`config.mk`:
```
export PLATFORM = sky130hd
export DESIGN_NAME = dmem_access_ctrl
export DESIGN_NICKNAME = d
export VERILOG_FILES = /design/src/rtl/dmem_access_ctrl_pkg.sv /design/src/rtl/dmem_lane_align.sv /design/src/rtl/dmem_access_ctrl.sv
export SDC_FILE = /design/constraint.sdc
export NUM_CORES = 1
export LEC_CHECK = 0
export ABC_CLOCK_PERIOD_IN_PS = 3700
export BUFFER_PORTS_ARGS = -buffer_cell sky130_fd_sc_hd__buf_2
export CORE_MARGIN = 2
export CORE_UTILIZATION = 49
export CTS_CLUSTER_SIZE = 8
export DETAILED_ROUTE_END_ITERATION = 8
export GPL_ROUTABILITY_DRIVEN = 1
export HOLD_SLACK_MARGIN = 0.15
export PLACE_DENSITY_LB_ADDON = 0.15
export SKIP_LAST_GASP = 1
export SYNTH_ARGS = -nofsm -noshare
export SYNTH_HDL_FRONTEND = slang
export SYNTH_SLANG_ARGS = --single-unit
export TNS_END_PERCENT = 50
```
`constraint.sdc`:
```
create_clock -name clk -period 3.7 [get_ports clk]
set_clock_uncertainty 0.2 [all_clocks]
set_input_delay 0 -clock clk [delete_from_list [all_inputs] [get_ports clk]]
set_output_delay 0 -clock clk [all_outputs]
set_load 0.05 [all_outputs]
```
`src/rtl/dmem_access_ctrl_pkg.sv`:
```
// Shared definitions for the data-memory access controller.
//   - DMEM_DATA_W : the only supported data width (32)
//   - TYPE_*      : req_type encodings (bit 2 = zero-extend, bits 1:0 = size)
//   - state_e     : controller FSM states
//   - helpers     : access-size decode and misalignment check
package dmem_access_ctrl_pkg;

    localparam int unsigned DMEM_DATA_W = 32;

    localparam logic [2:0] TYPE_BYTE_S  = 3'b000;
    localparam logic [2:0] TYPE_HALF_S  = 3'b001;
    localparam logic [2:0] TYPE_WORD    = 3'b010;
    localparam logic [2:0] TYPE_WORD_X  = 3'b011;
    localparam logic [2:0] TYPE_BYTE_U  = 3'b100;
    localparam logic [2:0] TYPE_HALF_U  = 3'b101;

    typedef enum logic [2:0] {
        StIdle = 3'd0,
        StRd   = 3'd1,
        StFin  = 3'd2,
        StWr   = 3'd3,
        StErr  = 3'd4
    } state_e;

    // Bit 1 set means a full word (01x, and the unused 11x codes fall in here too).
    function automatic logic is_word(input logic [2:0] req_type);
        return req_type[1];
    endfunction

    function automatic logic is_half(input logic [2:0] req_type);
        return (req_type[1:0] == 2'b01);
    endfunction

    function automatic logic is_misaligned(input logic [2:0] req_type, input logic [1:0] addr_lo);
        if (is_word(req_type)) begin
            return (addr_lo != 2'b00);
        end else if (is_half(req_type)) begin
            return addr_lo[0];
        end
        return 1'b0;
    endfunction

endpackage

```
`src/rtl/dmem_lane_align.sv`:
```
// Byte-lane steering for sub-word accesses on a little-endian 32-bit RAM.
//   req_type_i  : captured access type
//   addr_lo_i   : captured byte offset within the word
//   ram_rdata_i : word read from RAM
//   wdata_i     : captured right-aligned store data
//   merged_o    : RAM word with the addressed byte/half replaced (word: wdata_i)
//   load_o      : addressed lane, sign- or zero-extended (word: ram_rdata_i)
module dmem_lane_align
    import dmem_access_ctrl_pkg::*;
(
    input  logic [2:0]             req_type_i,
    input  logic [1:0]             addr_lo_i,
    input  logic [DMEM_DATA_W-1:0] ram_rdata_i,
    input  logic [DMEM_DATA_W-1:0] wdata_i,
    output logic [DMEM_DATA_W-1:0] merged_o,
    output logic [DMEM_DATA_W-1:0] load_o
);

    logic [7:0]  byte_lane;
    logic [15:0] half_lane;
    logic        sext;

    always_comb begin
        byte_lane = ram_rdata_i[{addr_lo_i, 3'b000} +: 8];
        half_lane = ram_rdata_i[{addr_lo_i[1], 4'b0000} +: 16];
        sext      = ~req_type_i[2];

        if (is_word(req_type_i)) begin
            load_o = ram_rdata_i;
        end else if (is_half(req_type_i)) begin
            load_o = {{16{sext & half_lane[15]}}, half_lane};
        end else begin
            load_o = {{24{sext & byte_lane[7]}}, byte_lane};
        end
    end

    always_comb begin
        merged_o = ram_rdata_i;
        if (is_word(req_type_i)) begin
            merged_o = wdata_i;
        end else if (is_half(req_type_i)) begin
            merged_o[{addr_lo_i[1], 4'b0000} +: 16] = wdata_i[15:0];
        end else begin
            merged_o[{addr_lo_i, 3'b000} +: 8] = wdata_i[7:0];
        end
    end

endmodule

```
`src/rtl/dmem_access_ctrl.sv`:
```
// Data-memory access controller: accepts one load/store at a time, performs
// read-modify-write for sub-word stores, and reports misaligned accesses.
//   clk, rst                       : clock, asynchronous active-high reset
//   req_valid/req_ready            : request handshake (ready only when idle)
//   req_we, req_type, req_addr,
//   req_wdata                      : request fields, captured on accept
//   resp_valid, resp_rdata,
//   resp_err                       : one-cycle completion pulse with load data / error
//   ram_en, ram_we, ram_addr,
//   ram_wdata, ram_rdata           : synchronous RAM port (read data one cycle later)
//   busy                           : controller not idle
module dmem_access_ctrl
    import dmem_access_ctrl_pkg::*;
#(
    parameter int unsigned ADDR_W = 32,
    parameter int unsigned DATA_W = DMEM_DATA_W
) (
    input  logic              clk,
    input  logic              rst,
    input  logic              req_valid,
    output logic              req_ready,
    input  logic              req_we,
    input  logic [2:0]        req_type,
    input  logic [ADDR_W-1:0] req_addr,
    input  logic [DATA_W-1:0] req_wdata,
    output logic              resp_valid,
    output logic [DATA_W-1:0] resp_rdata,
    output logic              resp_err,
    output logic              ram_en,
    output logic              ram_we,
    output logic [ADDR_W-3:0] ram_addr,
    output logic [DATA_W-1:0] ram_wdata,
    input  logic [DATA_W-1:0] ram_rdata,
    output logic              busy
);

    state_e            state_q;
    logic              we_q;
    logic [2:0]        type_q;
    logic [ADDR_W-1:0] addr_q;
    logic [DATA_W-1:0] wdata_q;

    // Strobes are registered alongside the state transition that implies them.
    logic ram_en_q;
    logic ram_we_q;
    logic resp_valid_q;
    logic resp_err_q;

    logic [DATA_W-1:0] merged_word;
    logic [DATA_W-1:0] load_word;

    always_ff @(posedge clk or posedge rst) begin
        if (rst) begin
            state_q      <= StIdle;
            we_q         <= 1'b0;
            type_q       <= 3'b000;
            addr_q       <= '0;
            wdata_q      <= '0;
            ram_en_q     <= 1'b0;
            ram_we_q     <= 1'b0;
            resp_valid_q <= 1'b0;
            resp_err_q   <= 1'b0;
        end else begin
            ram_en_q     <= 1'b0;
            ram_we_q     <= 1'b0;
            resp_valid_q <= 1'b0;
            resp_err_q   <= 1'b0;
            case (state_q)
                StIdle: begin
                    if (req_valid) begin
                        we_q    <= req_we;
                        type_q  <= req_type;
                        addr_q  <= req_addr;
                        wdata_q <= req_wdata;
                        if (is_misaligned(req_type, req_addr[1:0])) begin
                            state_q      <= StErr;
                            resp_valid_q <= 1'b1;
                            resp_err_q   <= 1'b1;
                        end else if (req_we && is_word(req_type)) begin
                            state_q      <= StWr;
                            ram_en_q     <= 1'b1;
                            ram_we_q     <= 1'b1;
                            resp_valid_q <= 1'b1;
                        end else begin
                            // Loads and sub-word stores both start with a read.
                            state_q  <= StRd;
                            ram_en_q <= 1'b1;
                        end
                    end
                end
                StRd: begin
                    state_q      <= StFin;
                    resp_valid_q <= 1'b1;
                    if (we_q) begin
                        ram_en_q <= 1'b1;
                        ram_we_q <= 1'b1;
                    end
                end
                StFin, StWr, StErr: state_q <= StIdle;
                default:            state_q <= StIdle;
            endcase
        end
    end

    dmem_lane_align u_lane_align (
        .req_type_i  (type_q),
        .addr_lo_i   (addr_q[1:0]),
        .ram_rdata_i (ram_rdata),
        .wdata_i     (wdata_q),
        .merged_o    (merged_word),
        .load_o      (load_word)
    );

    assign req_ready  = (state_q == StIdle);
    assign busy       = (state_q != StIdle);
    assign ram_en     = ram_en_q;
    assign ram_we     = ram_we_q;
    assign ram_addr   = addr_q[ADDR_W-1:2];
    assign resp_valid = resp_valid_q;
    assign resp_err   = resp_err_q;

    // Write data is driven only while writing so the bus idles at zero.
    assign ram_wdata  = !ram_we_q           ? '0 :
                        (state_q == StWr)   ? wdata_q : merged_word;

    assign resp_rdata = (state_q == StFin && !we_q) ? load_word : '0;

endmodule

```
==> results.txt <==
- Along the worst hold path, the cell count comes to 4.
- Residual DRC: 0
- I/O Pins: 203
* Switching power summed over all nets: 1950 uW
- In this run, synthesis inferred 0 flip-flops with an integrated enable.
* Largest net degree at the start of global routing: 69
- Synthesized area divided by synthesized cell count: 7.79 um2
- Tracing the worst setup path back leads to its startpoint at we_q.
- Crit share post-route: 87.5%
- Dividing the detail-routed via count by the number of cells gives 5.66.
- Worst hold start: req_addr[31]
- Library cell with the largest summed area after synthesis: sky130_fd_sc_hd__dfrtp_1
- The number of antenna violations at the first check in global routing came to 1.
- Quantity of I/O buffers inserted on ports: 202
* DIE AREA: 0.0105 mm2
* Number of setup buffers added after CTS: 0
- Setup violations remaining at the end of the flow were counted as 0.
- The final hold violation count was 0.
- Clock insertion delay at the later pin of the skew report: 0.37 ns
* Initial DRC count: 353
* Die boundary height: 102 um
- Setup total negative slack: 0 ns
- Startpoint types: flop
- Result of the run: completed
- In this run the worst hold path is classified as input pin to flop.
* Core box area: 0.00933 mm2
- Total half-perimeter wirelength after legalization and detailed placement: 11200 um
* WS Path Type: flop to output port
* Transition at the pin with the smallest max-transition slack: 1.06 ns
- Combinational share of power: 51.4%
- Clock-pin slew was measured on the worst setup and hold paths at 0.10 ns.
- Top post-synthesis cells by count: sky130_fd_sc_hd__nand2_1 (235), sky130_fd_sc_hd__dfrtp_1 (75), sky130_fd_sc_hd__o21ai_0 (46)
* Post-layout nets: 1013
- Counting flops and latches in the post-synthesis netlist gives 75.
* Capturing element type of the critical path: output port
* Overall routing resource usage: 38.4%
- Share of layout cells above drive strength 1: 26.7%
- The H-tree generated during clock tree synthesis spans 3 levels.
* Most frequently used flop master after synthesis: sky130_fd_sc_hd__dfrtp_1
* Detailed Routing Iterations Pass 1: 5
- Net switching is 48.4% of the power.
* Power Density: 555 mW/mm2
* Post_cts resized: 0
- Maximum fanout along the worst path: 14
- For this configuration, the core starts out at a cell density of 50.9%.
- Summed over all layers, the routed wires come to 19700 um.
- The tree is rooted in a sky130_fd_sc_hd__clkbuf_8.
- Clock Sinks: 75
- Proportion of synthesized flip-flops having asynchronous set or reset: 100%
* Number of max-slew violations in the final report: 0
- During synthesis, Yosys emitted a total of 0 warnings.
* Inserted Clock Buffers: 9
* Worst slew margin relative to its limit: 28.8%
- Unrepaired setup endpoints after global routing: no
* Area share of the leading cell type in the synthesized netlist: 39.6%
* Chip Width: 102 um
* Synth Cell Area: 0.00474 mm2
- The initialized floorplan defines 35 standard-cell rows.
* Layout Utilization: 77.7%
- In this run the static leakage power is 0.00392 uW.
* VDD IR max: 0.000480 V
- The routed layout has 5887 vias.
- After layout, the design draws a total of 4020 uW.
* Sequential fraction of the synthesis area: 39.6%
- Yosys mapped the design onto 45 distinct sky130hd cell types.
* Remaining Overflow, GRT: 0
* Start of the worst register-to-register path: state_q[2]
- Compared with the post-synthesis result, the final layout area differs by 52.8%.
* Worst Reg-to-Reg Cells: 6
* Critical path data required time: 3.50 ns
- Antenna Violating Nets Remaining: 0
- After synthesis, the cell types taking the most area are sky130_fd_sc_hd__dfrtp_1 (40%), sky130_fd_sc_hd__nand2_1 (19%), sky130_fd_sc_hd__o21ai_0 (4.9%).
- Internal: 2080 uW
- The via count of the first global-routing pass came to 5966.
- Time the worst path needs with I/O delays and setup: 3.24 ns
- TritonCTS built the clock tree.
- Mean routed wirelength per cell: 19.0 um
- The number of placed instances, taps included, is 881.
- Among all cell types in the netlist, the one instantiated most often is sky130_fd_sc_hd__nand2_1.
- Non-filler cells in the finished layout: 1040
* Buffer depth of the longest clock path: 2
- Routability cong.: 0.936
* Global-route wire length before repair: 30500 um
- Net count after synthesis: 717
- Cells after synthesis: 609
* Arrival time of the worst setup path: 3.04 ns
- Fraction of power consumed by sequential logic: 31.0%
- Highest achievable clock rate: 309 MHz
- The clock network is responsible for 17.6% of the overall power.
- The tool flagged a number of max-cap violations equal to 0.
[power by group through the flow]
stage	Clock (uW)	Sequential, uW	Combinational [uW]
after floorplan	0	1170	1440
after global placement	0	1230	1700
after detailed placement	0	1240	1720
after CTS	709	1220	1990
after global routing	740	1270	2220
final	709	1250	2070
[critical path: stages (launching register included)]
cell,delay [ns]
sky130_fd_sc_hd__dfrtp_1,0.42
sky130_fd_sc_hd__or4b_1,0.86
sky130_fd_sc_hd__nor4_2,0.90
sky130_fd_sc_hd__a221o_1,0.23
sky130_fd_sc_hd__buf_2,0.26
[logic make-up after synthesis]
group / share of synthesized area [%]
mux: 4.09
compound gates: 21.8
flops: 39.6
simple gates: 24.3
buf+inv: 8.92
fa+ha+maj: 1.32
[state kept, by name (all words and copies together) (netlist names)]
name and flops:
ram_we 1, type_q 3, wdata_q 32, we_q 1
ram_en 1, resp_valid 1, state_q 3, addr_q 32
resp_err 1
[what timing repair did]
| action | CTS | global route |
|---|---|---|
| endpoints found under the setup margin | 0 | 0 |
| hold buffers | 142 | 0 |
| hold endpoints to repair | 150 | 0 |
[through the flow]
| step | cell area (um2) | hold WS [ns] | setup WS [ns] |
|---|---|---|---|
| after global placement | 5610 | -0.126 | 1.00 |
| after CTS | 7240 | 0.153 | 0.520 |
| after floorplan | 4740 | -0.0946 | 0.0726 |
| after global routing | 7250 | 0.179 | 0.212 |
| final | 7250 | 0.178 | 0.461 |
| after detailed placement | 5610 | -0.119 | 0.947 |
[cells in the final DEF (no fill, tap or decap), types with 2 or more instances in the layout]
cell                            count
sky130_fd_sc_hd__nor2_1            16
sky130_fd_sc_hd__inv_8              3
sky130_fd_sc_hd__a21boi_0          15
sky130_fd_sc_hd__o21ai_0           46
sky130_fd_sc_hd__nor2b_1            2
sky130_fd_sc_hd__buf_2            202
sky130_fd_sc_hd__a221oi_1          17
sky130_fd_sc_hd__a21oi_1           32
sky130_fd_sc_hd__dfrtp_1           75
sky130_fd_sc_hd__buf_4             10
sky130_fd_sc_hd__nor3_1            10
sky130_fd_sc_hd__ha_1               5
sky130_fd_sc_hd__or3_1              2
sky130_fd_sc_hd__a221o_1            7
sky130_fd_sc_hd__nand2_1          234
sky130_fd_sc_hd__nor4b_2            2
sky130_fd_sc_hd__clkinv_4           2
sky130_fd_sc_hd__inv_1              7
sky130_fd_sc_hd__a211o_1            8
sky130_fd_sc_hd__a21o_1            18
sky130_fd_sc_hd__clkbuf_8           9
sky130_fd_sc_hd__dlygate4sd3_1    142
sky130_fd_sc_hd__mux2i_1           16
sky130_fd_sc_hd__nand2b_1           2
[per-layer routing]
metal	up-vias	global-route usage, %	share of wire [%]
met3	79	8.00	8.0
met1	2806	46.9	39
met5	-	0	0
li1	2620	-	-
met4	0	19.6	4.4
met2	382	64.3	49
[area by class of cell]
cell class / instances / area (um2)
clock inverter: 7 / 90.1
tap: 129 / 161
sequential: 75 / 1880
antenna: 1 / 2.50
fill: 627 / 2080
inverter: 9 / 35.0
multi-input combinational: 456 / 2450
timing repair buffer: 354 / 2510
clock buffer: 9 / 124
[worst paths after layout]
check,endpoint,slack [ns]
min reg2reg,wdata_q[20],0.28
max in group asynchronous,addr_q[12],1.72
min,addr_q[31],0.18
max,resp_rdata[8],0.46
min in group asynchronous,wdata_q[6],0.63
max reg2reg,addr_q[1],0.77
Power figures use the tool's default switching activity.
